$ cat src/rtl/exibe_sequencia.sv
// Plays the stored sequence back on the LEDs: each entry is lit for TEMPO_ON cycles
// and followed by TEMPO_OFF dark cycles, then completion is flagged to the controller.
module exibe_sequencia #(
    parameter int TEMPO_ON  = 500,
    parameter int TEMPO_OFF = 250
) (
    input  logic       clock,
    input  logic       reset,
    input  logic       iniciar,
    input  logic [3:0] limite,
    input  logic [3:0] dado,
    output logic [3:0] endereco,
    output logic [3:0] leds,
    output logic       mostrando,
    output logic       pronto,
    output logic [3:0] db_estado
);

    localparam int TMAX = (TEMPO_ON > TEMPO_OFF) ? TEMPO_ON : TEMPO_OFF;
    localparam int TW   = (TMAX > 1) ? $clog2(TMAX) : 1;
    localparam logic [TW-1:0] ON_LAST  = TW'(TEMPO_ON - 1);
    localparam logic [TW-1:0] OFF_LAST = TW'(TEMPO_OFF - 1);

    typedef enum logic [3:0] {
        inicial    = 4'h0,
        preparacao = 4'h1,
        carrega    = 4'h2,
        acende     = 4'h3,
        apaga      = 4'h4,
        proximo    = 4'h5,
        fim        = 4'hF
    } state_t;

    state_t        state, state_next;
    logic [TW-1:0] timer;
    logic [3:0]    limite_reg;
    logic [3:0]    dado_reg;

    always_ff @(posedge clock or posedge reset) begin
        if (reset) state <= inicial;
        else       state <= state_next;
    end

    always_comb begin
        state_next = state;
        case (state)
            inicial:    if (iniciar) state_next = preparacao;
            preparacao: state_next = carrega;
            carrega:    state_next = acende;
            acende:     if (timer == ON_LAST) state_next = apaga;
            apaga: begin
                if (timer == OFF_LAST)
                    state_next = (endereco == limite_reg) ? fim : proximo;
            end
            proximo:    state_next = carrega;
            fim:        if (iniciar) state_next = preparacao;
            default:    state_next = inicial;
        endcase
    end

    // Timer restarts on every state change so each timed state counts from zero.
    always_ff @(posedge clock or posedge reset) begin
        if (reset)
            timer <= '0;
        else if (state_next != state)
            timer <= '0;
        else if (state == acende || state == apaga)
            timer <= timer + 1'b1;
    end

    always_ff @(posedge clock or posedge reset) begin
        if (reset) begin
            endereco   <= 4'h0;
            limite_reg <= 4'h0;
            dado_reg   <= 4'h0;
        end else begin
            case (state)
                inicial, fim: if (iniciar) limite_reg <= limite;
                preparacao:   endereco <= 4'h0;
                carrega:      dado_reg <= dado;
                proximo:      endereco <= endereco + 4'h1;
                default:      ;
            endcase
        end
    end

    always_comb begin
        leds      = (state == acende) ? dado_reg : 4'h0;
        mostrando = (state != inicial) && (state != fim);
        pronto    = (state == fim);
        db_estado = state;
    end

endmodule
$ cat config.mk
export PLATFORM = sky130hd
export DESIGN_NAME = exibe_sequencia
export DESIGN_NICKNAME = d
export VERILOG_FILES = /design/src/rtl/exibe_sequencia.sv
export SDC_FILE = /design/constraint.sdc
export NUM_CORES = 1
export LEC_CHECK = 0
export ABC_AREA = 1
export CAP_MARGIN = 20
export CORE_ASPECT_RATIO = 2
export CORE_MARGIN = 5
export CORE_UTILIZATION = 40
export DETAILED_ROUTE_END_ITERATION = 12
export GPL_TIMING_DRIVEN = 0
export SLEW_MARGIN = 20
export SYNTH_ARGS = -nofsm -noshare
export SYNTH_HDL_FRONTEND = slang
export SYNTH_SLANG_ARGS = --single-unit
export TNS_END_PERCENT = 50
$ cat constraint.sdc
create_clock -name clock -period 2.1 [get_ports clock]
set_input_delay 0.42 -clock clock [delete_from_list [all_inputs] [get_ports clock]]
set_output_delay 0.42 -clock clock [all_outputs]
set_load 0.02 [all_outputs]
==> Yosys cells after proc, flatten, opt, wreduce, memory -nomap -nowiden <==
Index checks and enable logic that the tools add are counted.
{ "classes": {"bitwise_logic": 0, "n_addsub": 2, "muxes": 9, "order_cmp": 0, "n_mul": 0, "n_div": 0, "n_shift": 0, "n_eq_ne": 11, "n_reduce_logical": 9} }
{ "ops": {"columns": ["operator", "count"], "rows": [
  ["$mux 4", 5],
  ["$pmux 4 s5", 1],
  ["$mux 9", 2],
  ["$add 9x1->9 const B", 1],
  ["$eq 9x8->1 const B", 1],
  ["$eq 9x9->1 const B", 1],
  ["$eq 4x2->1 const B", 2],
  ["$eq 4x3->1 const B", 2],
  ["$pmux 4 s2", 1],
  ["$add 4x1->4 const B", 1],
  ["$eq 4x1->1 const B", 1],
  ["$eq 4x4->1", 1],
  ["$eq 4x4->1 const B", 1],
  ["$logic_not 4->1", 1],
  ["$ne 4x4->1", 1],
  ["$ne 4x4->1 const B", 1],
  ["$reduce_bool 2->1", 2],
  ["$reduce_bool 4->1", 1],
  ["$reduce_or 2->1", 2],
  ["$reduce_and 2->1", 1],
  ["$logic_and 1x1->1", 1],
  ["$logic_or 1x1->1", 1]
]} }
{ "totals": {"rom_bits": 0, "in_bits": 11, "ff_bits": 25, "latchBits": 0, "ramBits": 0, "elab_cells": 36, "memories": 0, "out_inout_bits": 14} }

==> Depth between registers and ports, before layout <==
Gate-level depths: netlist (run 1).
{ "depth": {"depth_word": 6, "ltp_mapped": 11, "ltp_nobuf": 11} }

==> Worst setup path after synthesis (run 1) <==
OpenSTA, ideal clock, no wires.
{ "synth_timing": {"path_type": "register to register", "startpoint": "register state[0], in the netlist db_estado[0]", "endpoint": "register timer[0]", "path_slack_ns": 0.495, "setup_ns": 0.121, "arrival_ns": 1.484, "required_time_ns": 1.979, "synth_period_minus_slack_ns": 1.605, "n_path_buf": 0, "stages_incl_launch_ff": 12, "path_cell_list": "dfrtp_1 -> nand2_2 -> nor2_4 -> inv_2 -> nand2_4 -> nand2_4 -> nand2_4 -> nor2_2 -> nand2_1 -> nand2_2 -> nand2_4 -> nor2_2"} }
{ "synth_between": {"elab_chain_len": 5, "elab_cells_between_ends": 17, "classes_between": "7 x eq/ne; 5 x mux; 5 x reduce/logical"} }
{ "synth_rtl": {"columns": ["element", "line", "text"], "rows": [
  ["from (decl)", "34", "state_t state, state_next;"],
  ["from (signal assigned)", "40", "if (reset) state <= inicial;"],
  ["from (signal assigned)", "41", "else state <= state_next;"],
  ["$eq 4x4->1 *", null, null],
  ["named net pronto", "15", "output logic pronto,"],
  ["$reduce_or 2->1 (no source line) *", null, null],
  ["$pmux 4 s5 *", "46", "case (state)"],
  ["$ne 4x4->1 *", "65", "else if (state_next != state)"],
  ["$mux 9 or $reduce_bool 2->1 (tied branches)", null, null],
  ["to (signal assigned)", "68", "timer <= timer + 1'b1;"],
  ["to (decl)", "35", "logic [TW-1:0] timer;"]
]} }
Mark *: on every way through the listed nets, which the timed path passes. The rest lies on a longest branch.
A chain may end at the register's enable or synchronous reset.

==> Final worst setup path (run 1) <==
{ "layout_timing": {"startpoint": "register state[3], in the netlist db_estado[3]", "endpoint": "output leds[1]"} }
{ "layout_between": {"elab_chain_len": 2} }
{ "layout_rtl": {"columns": ["element", "line", "text"], "rows": [
  ["$eq 4x2->1", "88", "leds = (state == acende) ? dado_reg : 4'h0;"],
  ["$mux 4", "88", null],
  ["to (decl)", "13", "output logic [3:0] leds,"]
]} }
No other way between the ends.

==> reports/metrics.cfg, run 1 <==
[grt]
grt.overflow.total=0
grt_pass1_wl_um=5400
antenna_found_initial=0
grt_max_degree=26
grt_pass1_vias=1273
globalRouteTotalUtil_pct=14.2

[clock_tree]
holdBufCountCts=0
root_buffer=clkbuf_8
numCtsBuffers=3
cts_max_path_buffers=2
ctsResizeCount=8
cts_setup_buffers=0
cts.sinks=25
cts_tree=yes
clk_pin_slew_ps=90
clk-insertion-delay-late_ps=270
htree_num_levels=1

[finish]
nets=227
fillers=361
largest_reg_flops=9
top_register=timer
drive_above_1_share_pct=20.3
insertedDiodeCount=0
area_growth_pct=23.8
final_cell_count_no_fill=261
finalInstanceArea_um2=1810

[drt]
detail-route-antenna-nets=0
drt_iter0_drc=13
num_vias=1208
dr.pass1.iters=4
routed_wl_um=3120
wl_per_cell_um=12.0
vias_per_cell=4.63
drc=0

[synth]
synth_top_cell_by_area=dfrtp_1
synth.most_common_cell=nand2_1
synth_compound_area_share_pct=7.51
synth-simple-area-share_pct=34.3
netlist-cell-type-count=24
synthAdderAreaFrac_pct=2.56
muxShareOfSynthArea_pct=0
synth_top_area_share_pct=42.7
netlist_top_cells_count=nand2_1 (38), dfrtp_1 (25), inv_1 (25)
avgSynthCellArea_um2=7.96
ys_seq_area_share_pct=42.7
ys_async_sr_fraction_pct=100
ys_seq_elements=25
netlist_area_um2=1470
synth_top_family_by_area=simple AND/OR/NAND/NOR gates
syn-num-nets=198
synth-xor-area-share_pct=4.78
synth_cells=184
synth_ff_type=dfrtp_1
synth_edf_count=0
yosys_warnings=0
synthTopCellsByArea=dfrtp_1 (43%), nand2_1 (9.7%), inv_1 (6.4%)

[pwr]
power_switching_uw=836
seqPwrFrac_pct=35.5
cellInternalPower_mw=1.06
pwr-share-comb_pct=49.8
pwr-share-clk_pct=14.7
powerDensity_nw_per_um2=1050
irDropWorstVdd_v=0.000627
p_leak_nw=0.839
swShare_pct=44.1

[setup_path]
cp_data_arrival_time_ps=1600
crit_fanout=7
critical_path_class=flip-flop to output pin
worstPathRequired_ps=1680
start_kind=flip-flop
critPathCaptureType=output pin

[placement]
pre_cts_slack_ps=82.5
placed_cell_area_um2=1770
gp_congestion=0.810
port_buffers=24
dp_cells=257
hpwl_um=2550

[sta]
finalClockSkew_ps=8.07
relSlewSlack_pct=36.6
worstMarginPinSlew_ps=950
setup_viol=0
max_freq_ghz=0.496
maxSlewViolCount=0
setup_ws_ps=83.6
hold_viol=0
setup_tns_ps=0
post-route-period-util_pct=96.0
rsz0062_at_grt=no
min_period_ps=2020

[worst_hold_path]
hp-class=flip-flop to flip-flop

[floorplan]
core-area_um2=3570
die_area_um2=5050
start_util_pct=41.1
dieWidth_um=52.8
dieHeight_um=95.6
io_pins=25
num_rows=31

[status]
outcome=completed

[job]
cap_violations=0

-- power groups by stage --
| stage | clock network (mW) | logic [mW] | registers [mW] |
|---|---|---|---|
| floorplan | 0 | 0.684 | 0.690 |
| global placement | 0 | 0.975 | 0.677 |
| detailed placement | 0 | 0.988 | 0.682 |
| CTS | 0.295 | 0.964 | 0.674 |
| global route | 0.313 | 1.06 | 0.691 |
| finish | 0.279 | 0.945 | 0.673 |
-- critical path, cell delays in order, from the launching register on --
cell and delay (ps):
dfrtp_2 470, inv_2 90, nand2_2 110, nor2_4 140
inv_2 90, nor2_1 100, dlygate4sd2_1 340
-- routing by layer --
layer	wire, um	GRT usage [%]	vias to the layer above
li1	-	-	620
met1	1060	12.9	570
met2	1940	29.7	12
met3	66	1.10	6
met4	55	5.33	0
met5	0	0	-
-- layout make-up --
class                   count  area, um^2  share of cell area (%)
well taps                  49        61.3                    3.38
clock buffers               3        41.3                    2.28
flip-flops and latches     25         629                    34.7
repair buffers             24         238                    13.1
multi-input cells         128         721                    39.7
clock inverters             1        5.00                   0.276
inverters                  31         119                    6.55
-- final timing paths --
check                                          start                   endpoint  slack, ps  cells past startpoint
setup / recovery              db_estado[3]$_DFF_PP0_                    leds[1]         80                      6
max in group asynchronous                      reset     db_estado[2]$_DFF_PP0_        780                      2
hold reg to reg            limite_reg[3]$_DFFE_PP0P_  limite_reg[3]$_DFFE_PP0P_        540                      2
hold / removal             limite_reg[3]$_DFFE_PP0P_  limite_reg[3]$_DFFE_PP0P_        540                      2
setup reg to reg                timer[0]$_DFFE_PP0P_       timer[2]$_DFFE_PP0P_        510                     10
min in group asynchronous                      reset       timer[5]$_DFFE_PP0P_        680                      2
-- per-stage QoR --
step                power, mW  hold slack (ps)  util (%)
finish                   1.90              544      50.8
global route             2.07              577      50.8
CTS                      1.93              548      50.7
detailed placement       1.67              533      49.5
global placement         1.65              520      49.5
floorplan                1.37              447         -
-- cell families after synthesis --
kind of cell,count (synthesis)
DFF,25
and+or+nand+nor,97
adders and majority gates,3
xor gates and xnor gates,8
buffers and inverters,31
AOI/OAI and AO/OA,20
-- layout by cell type (no fill, tap or decap), types with 4 or more instances in the layout --
cell type and n:
o21ai_0 6, dfrtp_1 22, a21oi_1 7, nor2_4 4, inv_2 5, nand2_4 5, nor2_1 18, clkdlybuf4s50_1 18
inv_1 25, nor2_2 12, dlygate4sd2_1 4, nand2_1 38, xor2_1 5, nand2_2 6, nand3_1 8
Power figures use the tool's default switching activity.
==> run 2: changes to the inputs <==
--- a/config.mk
+++ b/config.mk
@@ -12,8 +12,9 @@
 export CORE_UTILIZATION = 40
 export DETAILED_ROUTE_END_ITERATION = 12
 export GPL_TIMING_DRIVEN = 0
+export HOLD_SLACK_MARGIN = 0.02
 export SLEW_MARGIN = 20
 export SYNTH_ARGS = -nofsm -noshare
 export SYNTH_HDL_FRONTEND = slang
 export SYNTH_SLANG_ARGS = --single-unit
-export TNS_END_PERCENT = 50
+export TNS_END_PERCENT = 5
==> results of run 2 <==
Same layout as run 1: the final DEF is identical, and so are final timing and power.
==> run 3: changes to the inputs <==
--- a/config.mk
+++ b/config.mk
@@ -8,7 +8,6 @@
 export ABC_AREA = 1
 export CAP_MARGIN = 20
 export CORE_ASPECT_RATIO = 2
-export CORE_MARGIN = 5
 export CORE_UTILIZATION = 40
 export DETAILED_ROUTE_END_ITERATION = 12
 export GPL_TIMING_DRIVEN = 0
==> reports/metrics.cfg, run 3 (synthesis results as in run 1) <==
[status]
outcome=completed

[sta]
rsz0062_at_grt=no
finalClockSkew_ps=2.93  ; -5.13 ps
setup_tns_ps=0  ; unchanged
relSlewSlack_pct=39.0  ; +2.4 points
post-route-period-util_pct=94.8  ; -1.2 points
setup_viol=0  ; unchanged
min_period_ps=1990  ; -24.8 ps
worstMarginPinSlew_ps=909  ; -40.6 ps
max_freq_ghz=0.502  ; +1.2%
setup_ws_ps=108  ; +24.8 ps
hold_viol=0  ; unchanged
maxSlewViolCount=0  ; unchanged

[placement]
gp_congestion=0.781  ; -3.6%
placed_cell_area_um2=1770  ; about the same
pre_cts_slack_ps=90.9  ; +8.39 ps
hpwl_um=2510  ; -1.8%
dp_cells=256  ; -0.39%
port_buffers=24  ; unchanged

[finish]
nets=227  ; unchanged
layout_common_cells=nand2_1 (38), inv_1 (24), dfrtp_1 (23), nor2_1 (18), clkdlybuf4s50_1 (18)
drive_above_1_share_pct=19.8  ; -0.47 points
layout_commonest_cell=nand2_1
final_cell_count_no_fill=260  ; -0.38%
finalInstanceArea_um2=1810  ; about the same
largest_reg_flops=9  ; unchanged
area_growth_pct=23.7  ; about the same
insertedDiodeCount=0  ; unchanged
top_register=timer

[drt]
dr.pass1.iters=4  ; unchanged
wl_per_cell_um=11.9  ; -0.68%
drc=0  ; unchanged
drt_iter0_drc=28  ; +15
num_vias=1244  ; +3.0%
routed_wl_um=3090  ; -1.1%
vias_per_cell=4.78  ; +3.4%
detail-route-antenna-nets=0  ; unchanged

[grt]
grt_max_degree=26  ; unchanged
globalRouteTotalUtil_pct=17.8  ; +3.7 points
grt_pass1_vias=1248  ; -2.0%
met2_usage_pct=36.2  ; +6.6 points
grt.overflow.total=0  ; unchanged
antenna_found_initial=0  ; unchanged
grt_pass1_wl_um=5130  ; -5.0%
met3_usage_pct=2.06  ; +0.97 points
grt.met1_usage_pct=16.2  ; +3.3 points
top_usage_layer=met2

[floorplan]
die_area_um2=3920  ; -22%
io_pins=25  ; unchanged
core-area_um2=3450  ; -3.2%
num_rows=30  ; -3.2%
dieWidth_um=44.8  ; -15%
start_util_pct=42.4  ; +1.4 points
dieHeight_um=87.6  ; -8.4%

[pwr]
irDropWorstVdd_v=0.000580  ; -7.6%
p_leak_nw=0.834  ; -0.59%
powerDensity_nw_per_um2=1050  ; +0.62%

[setup_path]
endpoint=leds[2]
r2r-start=timer[0]$_DFFE_PP0P_
critical_path_class=flip-flop to output pin
start_kind=flip-flop
r2r_cells=11  ; +1
crit_fanout=7  ; unchanged
worstSetupStartpoint=db_estado[3]$_DFF_PP0_
cp_data_arrival_time_ps=1570  ; -30 ps
worstPathRequired_ps=1680  ; about the same
reg2reg_slack_ps=470  ; -40 ps
critPathCaptureType=output pin
r2r_end=timer[8]$_DFFE_PP0P_

[clock_tree]
clk-insertion-delay-late_ps=270  ; about the same
root_buffer=clkbuf_8
htree_num_levels=1  ; unchanged
cts.sinks=25  ; unchanged
ctsResizeCount=7  ; -1
clk_pin_slew_ps=90  ; about the same
cts_max_path_buffers=2  ; unchanged
holdBufCountCts=0  ; unchanged
numCtsBuffers=3  ; unchanged
cts_setup_buffers=0  ; unchanged
cts_tree=yes

[worst_hold_path]
hp-class=primary input to asynchronous set/reset pin

[job]
cap_violations=0  ; unchanged

[run 3: area by class of cell]
| cell class | count | area [um^2] |
|---|---|---|
| fill | 391 | 1640 |
| multi-input combinational | 128 | 721 |
| sequential | 25 | 628 |
| timing repair buffer | 24 | 239 |
| inverter | 31 | 119 |
| tap | 48 | 60.1 |
| clock buffer | 3 | 41.3 |
| clock inverter | 1 | 5.00 |
[run 3: per-stage QoR]
step           hold WS [ps]  utilization, %  power, mW
6_report                535            52.5       1.91
5_1_grt                 571            52.5       2.04
4_1_cts                 551            52.4       1.93
3_5_place_dp            538            51.1       1.67
3_3_place_gp            528            51.1       1.64
2_1_floorplan           447               -       1.37
[run 3: report_power, final]
part	switching, mW	leakage [nW]	total, mW	internal (mW)
combinational	0.611	0.489	0.946	0.336
sequential	0.0807	0.320	0.676	0.595
clock	0.153	0.0255	0.286	0.133
total	0.844	0.834	1.91	1.06
[run 3: worst min path at each step]
stage | from | to | cells past startpoint
6_report | reset | dado_reg[3]$_DFFE_PP0N_ | 2
5_1_grt | limite_reg[0]$_DFFE_PP0P_ | limite_reg[0]$_DFFE_PP0P_ | 2
4_1_cts | limite_reg[0]$_DFFE_PP0P_ | limite_reg[0]$_DFFE_PP0P_ | 2
3_5_place_dp | limite_reg[0]$_DFFE_PP0P_ | limite_reg[0]$_DFFE_PP0P_ | 2
3_3_place_gp | dado_reg[2]$_DFFE_PP0N_ | dado_reg[2]$_DFFE_PP0N_ | 2
2_1_floorplan | reset | dado_reg[0]$_DFFE_PP0N_ | 1
[run 3: layer usage]
metal / share of wire [%] / wire (um)
met1: 34 / 1060
met2: 60 / 1870
met3: 2.4 / 74
met4: 2.7 / 83
met5: 0 / 0
[run 3: worst max-delay path, cell delays in order (launching register included)]
cell and delay [ps]:
dfrtp_2 460, inv_2 90, nand2_2 110, nor2_4 130
inv_2 80, nor2_1 90, dlygate4sd2_1 330
